**config.mk**
```make
export PLATFORM = sky130hd
export DESIGN_NAME = jreq_encoder_flat
export DESIGN_NICKNAME = d
export VERILOG_FILES = /design/src/rtl/jreq_encoder_pkg.sv /design/src/rtl/jreq_encoder_if.sv /design/src/rtl/jreq_encoder_pick.sv /design/src/rtl/jreq_encoder.sv /design/src/flat_wrapper.sv
export SDC_FILE = /design/constraint.sdc
export NUM_CORES = 1
export LEC_CHECK = 0
export CAP_MARGIN = 20
export CORE_MARGIN = 2
export CORE_UTILIZATION = 49
export DETAILED_ROUTE_END_ITERATION = 8
export PLACE_DENSITY_LB_ADDON = 0.25
export SLEW_MARGIN = 20
export SYNTH_ARGS = -nofsm -noshare
export SYNTH_HDL_FRONTEND = slang
export SYNTH_SLANG_ARGS = --single-unit
```
**constraint.sdc**
```tcl
create_clock -name wclk -period 3.05 [get_ports wclk]
set_input_delay 0.915 -clock wclk [delete_from_list [all_inputs] [get_ports wclk]]
set_output_delay 0.915 -clock wclk [all_outputs]
set_load 0.05 [all_outputs]
```
**src/rtl/jreq_encoder_pkg.sv**
```systemverilog
// Shared widths and the issue-stage action type for the request encoder.
// The helper decides what the output stage does on the coming edge.
package jreq_encoder_pkg;

  localparam int JREQ_N  = 2;
  localparam int JREQ_N2 = 1 << JREQ_N;

  typedef enum logic [1:0] {
    ACT_HOLD,
    ACT_LOAD,
    ACT_DRAIN
  } act_e;

  // A new code may be loaded whenever the offer slot is empty or being accepted now.
  function automatic act_e next_action(input logic valid, input logic ack, input logic any);
    if ((!valid || ack) && any) begin
      return ACT_LOAD;
    end else if (valid && ack) begin
      return ACT_DRAIN;
    end else begin
      return ACT_HOLD;
    end
  endfunction

endpackage

```
**src/rtl/jreq_encoder_if.sv**
```systemverilog
// Request-side and consumer-side signals of the request encoder.
// The master drives the request lines and the acknowledge; the slave is the encoder.
interface jreq_encoder_if
  import jreq_encoder_pkg::*;
#(
  parameter int N  = JREQ_N,
  parameter int N2 = JREQ_N2
);

  logic [N2-1:0] breq;
  logic          wack;
  logic [N-1:0]  bos;
  logic          wvalid;
  logic [N2-1:0] bpend;
  logic          wovf;

  modport master (
    output breq,
    output wack,
    input  bos,
    input  wvalid,
    input  bpend,
    input  wovf
  );

  modport slave (
    input  breq,
    input  wack,
    output bos,
    output wvalid,
    output bpend,
    output wovf
  );

endinterface

```
**src/rtl/jreq_encoder_pick.sv**
```systemverilog
// Combinational helpers: the round-robin search and the binary-to-onehot decoder.
// The search rotates cand so the slot after ptr sits at bit 0, finds the lowest set bit, then rotates back.
module jrr_pick
  import jreq_encoder_pkg::*;
#(
  parameter int N  = JREQ_N,
  parameter int N2 = JREQ_N2
) (
  input  logic [N2-1:0] bcand,
  input  logic [N-1:0]  bptr,
  output logic [N-1:0]  bsel,
  output logic          wany
);

  logic [N-1:0]    start;
  logic [2*N2-1:0] doubled;
  logic [N2-1:0]   rot;
  logic [N-1:0]    first;

  assign start   = bptr + N'(1);
  assign doubled = {bcand, bcand} >> start;
  assign rot     = doubled[N2-1:0];

  // Scanning downward lets the lowest set bit of the rotated vector win.
  always_comb begin
    first = '0;
    for (int i = N2 - 1; i >= 0; i--) begin
      if (rot[i]) begin
        first = N'(i);
      end
    end
  end

  assign bsel = start + first;
  assign wany = |bcand;

endmodule

module jdecoder
  import jreq_encoder_pkg::*;
#(
  parameter int N  = JREQ_N,
  parameter int N2 = JREQ_N2
) (
  input  logic [N-1:0]  bcode,
  output logic [N2-1:0] bhot
);

  always_comb begin
    bhot        = '0;
    bhot[bcode] = 1'b1;
  end

endmodule

```
**src/rtl/jreq_encoder.sv**
```systemverilog
// Round-robin request encoder: collects request lines and offers one binary code at a time.
// Codes are handed to the consumer over a valid/ack handshake with no bubble between codes.
module jreq_encoder
  import jreq_encoder_pkg::*;
#(
  parameter int N  = JREQ_N,
  parameter int N2 = JREQ_N2
) (
  input logic           wclk,
  input logic           wrst,
  jreq_encoder_if.slave bus
);

  logic [N2-1:0] pend_q;
  logic [N-1:0]  bos_q;
  logic [N-1:0]  ptr_q;
  logic          wvalid_q;
  logic          wovf_q;

  logic [N2-1:0] cand;
  logic [N-1:0]  sel;
  logic [N2-1:0] sel_hot;
  logic          any;
  act_e          act;

  assign cand = pend_q | bus.breq;

  jrr_pick #(.N(N), .N2(N2)) u_pick (
    .bcand (cand),
    .bptr  (ptr_q),
    .bsel  (sel),
    .wany  (any)
  );

  jdecoder #(.N(N), .N2(N2)) u_dec (
    .bcode (sel),
    .bhot  (sel_hot)
  );

  assign act = next_action(wvalid_q, bus.wack, any);

  // The code moved to the offer slot leaves pending; a request hitting a pending bit is lost.
  always_ff @(posedge wclk or posedge wrst) begin
    if (wrst) begin
      pend_q   <= '0;
      bos_q    <= '0;
      ptr_q    <= N'(N2 - 1);
      wvalid_q <= 1'b0;
      wovf_q   <= 1'b0;
    end else begin
      wovf_q <= wovf_q | (|(bus.breq & pend_q));
      case (act)
        ACT_LOAD: begin
          pend_q   <= cand & ~sel_hot;
          bos_q    <= sel;
          ptr_q    <= sel;
          wvalid_q <= 1'b1;
        end
        ACT_DRAIN: begin
          pend_q   <= cand;
          wvalid_q <= 1'b0;
        end
        default: begin
          pend_q   <= cand;
        end
      endcase
    end
  end

  assign bus.bos    = bos_q;
  assign bus.wvalid = wvalid_q;
  assign bus.bpend  = pend_q;
  assign bus.wovf   = wovf_q;

endmodule

```
**src/flat_wrapper.sv**
```systemverilog
// flat-port wrapper written by rule: the top's interface ports become plain ports
module jreq_encoder_flat import jreq_encoder_pkg::*;
#(
  parameter int N  = JREQ_N,
  parameter int N2 = JREQ_N2
)
  (wclk, wrst, bus_breq, bus_wack, bus_bos, bus_wvalid, bus_bpend, bus_wovf);
  jreq_encoder_if #(.N(N), .N2(N2)) bus_i ();
  input logic wclk;
  input logic wrst;
  input wire logic [$bits(bus_i.breq)-1:0] bus_breq;
  input wire logic [$bits(bus_i.wack)-1:0] bus_wack;
  output wire logic [$bits(bus_i.bos)-1:0] bus_bos;
  output wire logic [$bits(bus_i.wvalid)-1:0] bus_wvalid;
  output wire logic [$bits(bus_i.bpend)-1:0] bus_bpend;
  output wire logic [$bits(bus_i.wovf)-1:0] bus_wovf;
  assign bus_i.breq = bus_breq;
  assign bus_i.wack = bus_wack;
  assign bus_bos = bus_i.bos;
  assign bus_wvalid = bus_i.wvalid;
  assign bus_bpend = bus_i.bpend;
  assign bus_wovf = bus_i.wovf;
  jreq_encoder #(.N(N), .N2(N2)) u_core (.wclk(wclk), .wrst(wrst), .bus(bus_i));
endmodule
```
**Yosys cells after proc, flatten, opt, wreduce, memory -nomap -nowiden**

Index checks and enable logic that the tools add are counted.
Widths: inputs -> output; s select.

- Add/subtract/negate cells: 2
- $lt $le $gt $ge: 2
- Equality and inequality tests: 2
- Shift operators: 1
- Mux-type cells: 10
- Bitwise gates (word level): 5
- Reduce and logical (&&, ||, !) cells: 8

Operator list:

| cell | number |
|---|---|
| $mux 2 | 6 |
| $and 4x4->4 | 2 |
| $reduce_or 4->1 | 2 |
| $shr 8x2->4 | 1 |
| $mux 4 | 1 |
| $not 4->4 | 1 |
| $or 4x4->4 | 1 |
| $logic_and 1x1->1 | 3 |
| $lt 2x3->1 const B | 1 |
| $add 2x1->2 const B | 1 |
| $add 2x2->2 | 1 |
| $demux 1 s2 | 1 |
| $eq 2x1->1 const B | 1 |
| $eq 2x2->1 const B | 1 |
| $ge 2x1->1 const B | 1 |
| $pmux 1 s2 | 1 |
| $reduce_bool 2->1 | 1 |
| $logic_not 1->1 | 1 |
| $logic_or 1x1->1 | 1 |
| $mux 1 | 1 |
| $or 1x1->1 | 1 |

- Register bits after elaboration: 10
- Word-level logic and storage cells: 35

**Logic depth before layout (Yosys ltp)**

- Depth after elaboration: 14
- Depth in mapped cells: 10

**By module**

A second synthesis with hierarchy kept.

- Cells, all modules: 66
- Area total of the unflattened synthesis: 664.4 um^2

Modules (own cells, without submodules):

| module | instances | cells an instance | area each (um^2) |
|---|---|---|---|
| jreq_encoder | 1 | 30 | 431.7 |
| jrr_pick | 1 | 32 | 206.4 |
| jdecoder | 1 | 4 | 26.3 |

**Least setup slack after synthesis**

Ideal clock, no wire load.

- Path kind: input to register
- Start: in bus_breq[3]
- End: reg u_core.ptr_q[1]
- Setup time: 0.084 ns
- Arrival: 2.548 ns
- Required time: 2.966 ns
- Setup slack: 0.417 ns
- Stages: 8
- Path buffers: 1
- Cells stage by stage: nor4_2 > or3_1 > o2111ai_1 > ha_1 > buf_2 > or4b_1 > o21ai_0 > nor4_2

- Word-level cells in the longest chain between the ends: 7
- Elaborated cells on any way between the ends: 11
- Those cells by class: add/sub: 1; eq/ne: 1; shift: 1; mux: 5; bitwise: 1; reduce/logical: 2

Ends and longest elaborated chain:

| item | RTL line | RTL |
|---|---|---|
| from (decl) | flat_wrapper.sv:11 | `input wire logic [$bits(bus_i.breq)-1:0] bus_breq;` |
| $or 4x4->4 * | jreq_encoder.sv:26 | `assign cand = pend_q \| bus.breq;` |
| $shr 8x2->4 | jreq_encoder_pick.sv:21 | `assign doubled = {bcand, bcand} >> start;` |
| $mux 2 (4 in a row) | jreq_encoder_pick.sv:28 | `if (rot[i]) begin` |
| $add 2x2->2 | jreq_encoder_pick.sv:34 | `assign bsel = start + first;` |
| to (signal assigned) | jreq_encoder.sv:47 | `ptr_q <= N'(N2 - 1);` |
| to (signal assigned) | jreq_encoder.sv:56 | `ptr_q <= sel;` |
| to (decl) | jreq_encoder.sv:16 | `logic [N-1:0] ptr_q;` |

Every way passes the cells marked *; elsewhere a longest branch is shown, timed or not.
A chain may end at the register's enable or synchronous reset.

**Worst setup path after layout**

Same ends and word-level chain as after synthesis.

==> impl_metrics.json <==
{
  "critPathRequiredTime_ns": 3.25,
  "rows": 13,
  "cts_sinks": 10,
  "drc": 0,
  "fillers": 113,
  "grt_use_met3_pct": 8.190,
  "clock_path_buffers": 2,
  "hold_viol": 0,
  "syn2layout_area_growth_pct": 32.88,
  "grt_max_degree": 16,
  "finish.net_count": 112,
  "die_x_um": 42.62,
  "cts_inserted_buffers": 3,
  "gp_congestion": 0.8710,
  "period_needed_ns": 2.884,
  "synth-edff-count": 0,
  "fmax_mhz": 346.7,
  "crit_buf_inv": 1,
  "grtUsageTotal_pct": 23.73,
  "vias": 737,
  "final_core_util_pct": 71.92,
  "rsz0062_at_grt": "false",
  "overflow": 0,
  "path_class": "input pin to flop",
  "cts_resized": 0,
  "worst_slew_pin_slew_ns": 0.5185,
  "slew_headroom_pct": 65.33,
  "status": "complete, no violations",
  "cp_top_family": "simple AND/OR/NAND/NOR gates",
  "ctsHoldBuffers": 0,
  "antenna_found_initial": 0,
  "grt_use_met1_pct": 28.88,
  "synthArstFlopShare_pct": 100.0,
  "crit_chain": "clkdlybuf4s50_1, nor4_2, or3_1, o2111ai_1, ha_1, or4b_1, o21ai_0, nor4_2",
  "cts_setup_buffers": 0,
  "drive_above_1_share_pct": 27.18,
  "critPathCaptureType": "flop",
  "clock_latency_ns": 0.28,
  "grt_pass1_wl_um": 3174,
  "die_area_um2": 1816,
  "ys_seq_area_share_pct": 34.59,
  "syn_area_um2": 730.7,
  "syn_nets": 86,
  "ant_nets": 0,
  "yosys_register_bits": 10,
  "routed_wl_um": 1907,
  "via_per_inst": 6.246,
  "io_pins": 15,
  "timing.final.max_slew_violations": 0,
  "cts_max_level": 1,
  "port_buffers": 14,
  "p_leak_nw": 0.3755,
  "dr.pass1.iters": 4,
  "cp_slowest_cell": "or4b_1",
  "clk_pin_slew_ns": 0.08,
  "finalSetupTns_ns": 0,
  "cts_tree": "built",
  "cap_violations": 0,
  "fin_skew_ns": 0.01202,
  "syn_avg_cell_area_um2": 9.368,
  "synth_warnings": 0,
  "cp-start-kind": "input pin",
  "core-area_um2": 1350,
  "netlist_instances": 78,
  "use_met2_pct": 39.08,
  "wire_per_inst_um": 16.16,
  "start_util_pct": 54.12,
  "ir_worst_vdd_mv": 0.7877,
  "synth_ff_type": "dfrtp_1",
  "hpwlAfterDp_um": 1446,
  "min_period_over_period_pct": 94.56,
  "antenna_cells": 0,
  "worst-path-max-fanout": 7,
  "finalSetupViolations": 0,
  "critPathArrivalTime_ns": 3.09,
  "max_stage_delay_ns": 0.53,
  "ys_types": 39,
  "hold_path_class": "flop to flop",
  "die_h_um": 42.62,
  "clock_tree.root_cell": "clkbuf_4",
  "first_iter_violations": 38,
  "top_usage_layer": "met2",
  "first_global_vias": 689,
  "power_density_nw_per_um2": 994.8,
  "crit_path_frequent_cell": "nor4_2"
}
[layout make-up]
| cell class | count | area, um^2 | area share (%) |
|---|---|---|---|
| clock buffer | 4 | 36.28 | 3.737 |
| inverter | 3 | 11.26 | 1.160 |
| multi-input combinational | 61 | 429.2 | 44.20 |
| sequential | 10 | 252.7 | 26.03 |
| tap | 15 | 18.77 | 1.933 |
| timing repair buffer | 25 | 222.7 | 22.94 |
[power breakdown]
| group | total (mW) | switching (mW) | internal, mW |
|---|---|---|---|
| clock | 0.123 | 0.0502 | 0.0725 |
| combinational | 0.553 | 0.310 | 0.244 |
| sequential | 0.290 | 0.0966 | 0.193 |
| total | 0.966 | 0.456 | 0.510 |
[final timing paths]
path                                   start             endpoint  cells after the start  slack (ns)
max                              bus_breq[3]      u_core.ptr_q[1]                      8        0.17
min                        u_core.bus.bos[0]    u_core.bus.bos[0]                      2        0.51
max reg2reg                  u_core.ptr_q[0]      u_core.ptr_q[1]                      8        0.71
min reg2reg                u_core.bus.bos[0]    u_core.bus.bos[0]                      2        0.51
max in group asynchronous               wrst      u_core.ptr_q[0]                      2        1.80
min in group asynchronous               wrst  u_core.bus.bpend[3]                      2        0.91
[registers in the layout (all words and copies together), names as in the netlist]
register,cells
u_core.bus.wovf,1
u_core.bus.bos,2
u_core.bus.wvalid,1
u_core.bus.bpend,4
u_core.ptr_q,2
[per-stage QoR]
step	total power, mW	std cells	area (um^2)	worst slack, ns	hold slack, ns
after floorplan	0.6661	78	730.7	0.4172	0.6620
after global placement	0.8202	114	934.6	0.004600	0.4569
after detailed placement	0.8428	114	934.6	-0.09858	0.4913
after global routing	1.020	118	970.9	0.06118	0.5454
after CTS	0.9666	118	970.9	0.1737	0.5086
final	0.9659	118	970.9	0.1659	0.5057
[worst min-delay path, delay by kind of cell, from the launching register on]
kind / cells / cell delay (ns)
flip-flops: 1 / 0.36
AND/OR/NAND/NOR: 2 / 0.12
[layer usage]
metal / vias up / wire (um)
met4: 0 / 29
met5: - / 0
met1: 356 / 815
met2: 29 / 958
met3: 4 / 102
li1: 348 / -
[cell usage after synthesis (all sizes together), types with 2 or more instances]
cell type / number / area, um^2
nor3: 3 / 15.01
a31oi: 3 / 18.77
inv: 3 / 11.26
dfstp: 2 / 52.55
nor4: 4 / 43.80
nor3b: 2 / 20.02
nor2: 8 / 30.03
dfrtp: 8 / 200.2
buf: 3 / 23.77
a21oi: 5 / 28.78
or3: 2 / 12.51
o21ai: 4 / 23.77
nand4: 2 / 12.51
nand2: 7 / 26.28
nand3b: 3 / 22.52
xor2: 2 / 17.52
[cell usage in the layout (no fill, tap or decap), types with 2 or more instances in the layout]
master,Yosys,routed
clkdlybuf4s50_1,0,14
buf_4,1,11
nor2_1,8,8
dfrtp_1,8,8
nand2_1,7,7
a21oi_1,4,4
nor4_2,3,3
inv_1,3,3
nor3_1,3,3
nand3b_1,3,3
a31oi_1,3,3
o21ai_0,3,3
clkbuf_4,0,3
xor2_1,2,2
or3_1,2,2
nand4_1,2,2
dfstp_2,2,2
[cell families after synthesis]
logic type,share of synthesized area [%]
flops,34.59
fa+ha+maj,3.253
buf+inv,6.677
compound gates,20.21
simple gates,30.65
xor+xnor,4.624
No activity file was read; power rests on OpenSTA's default activity.
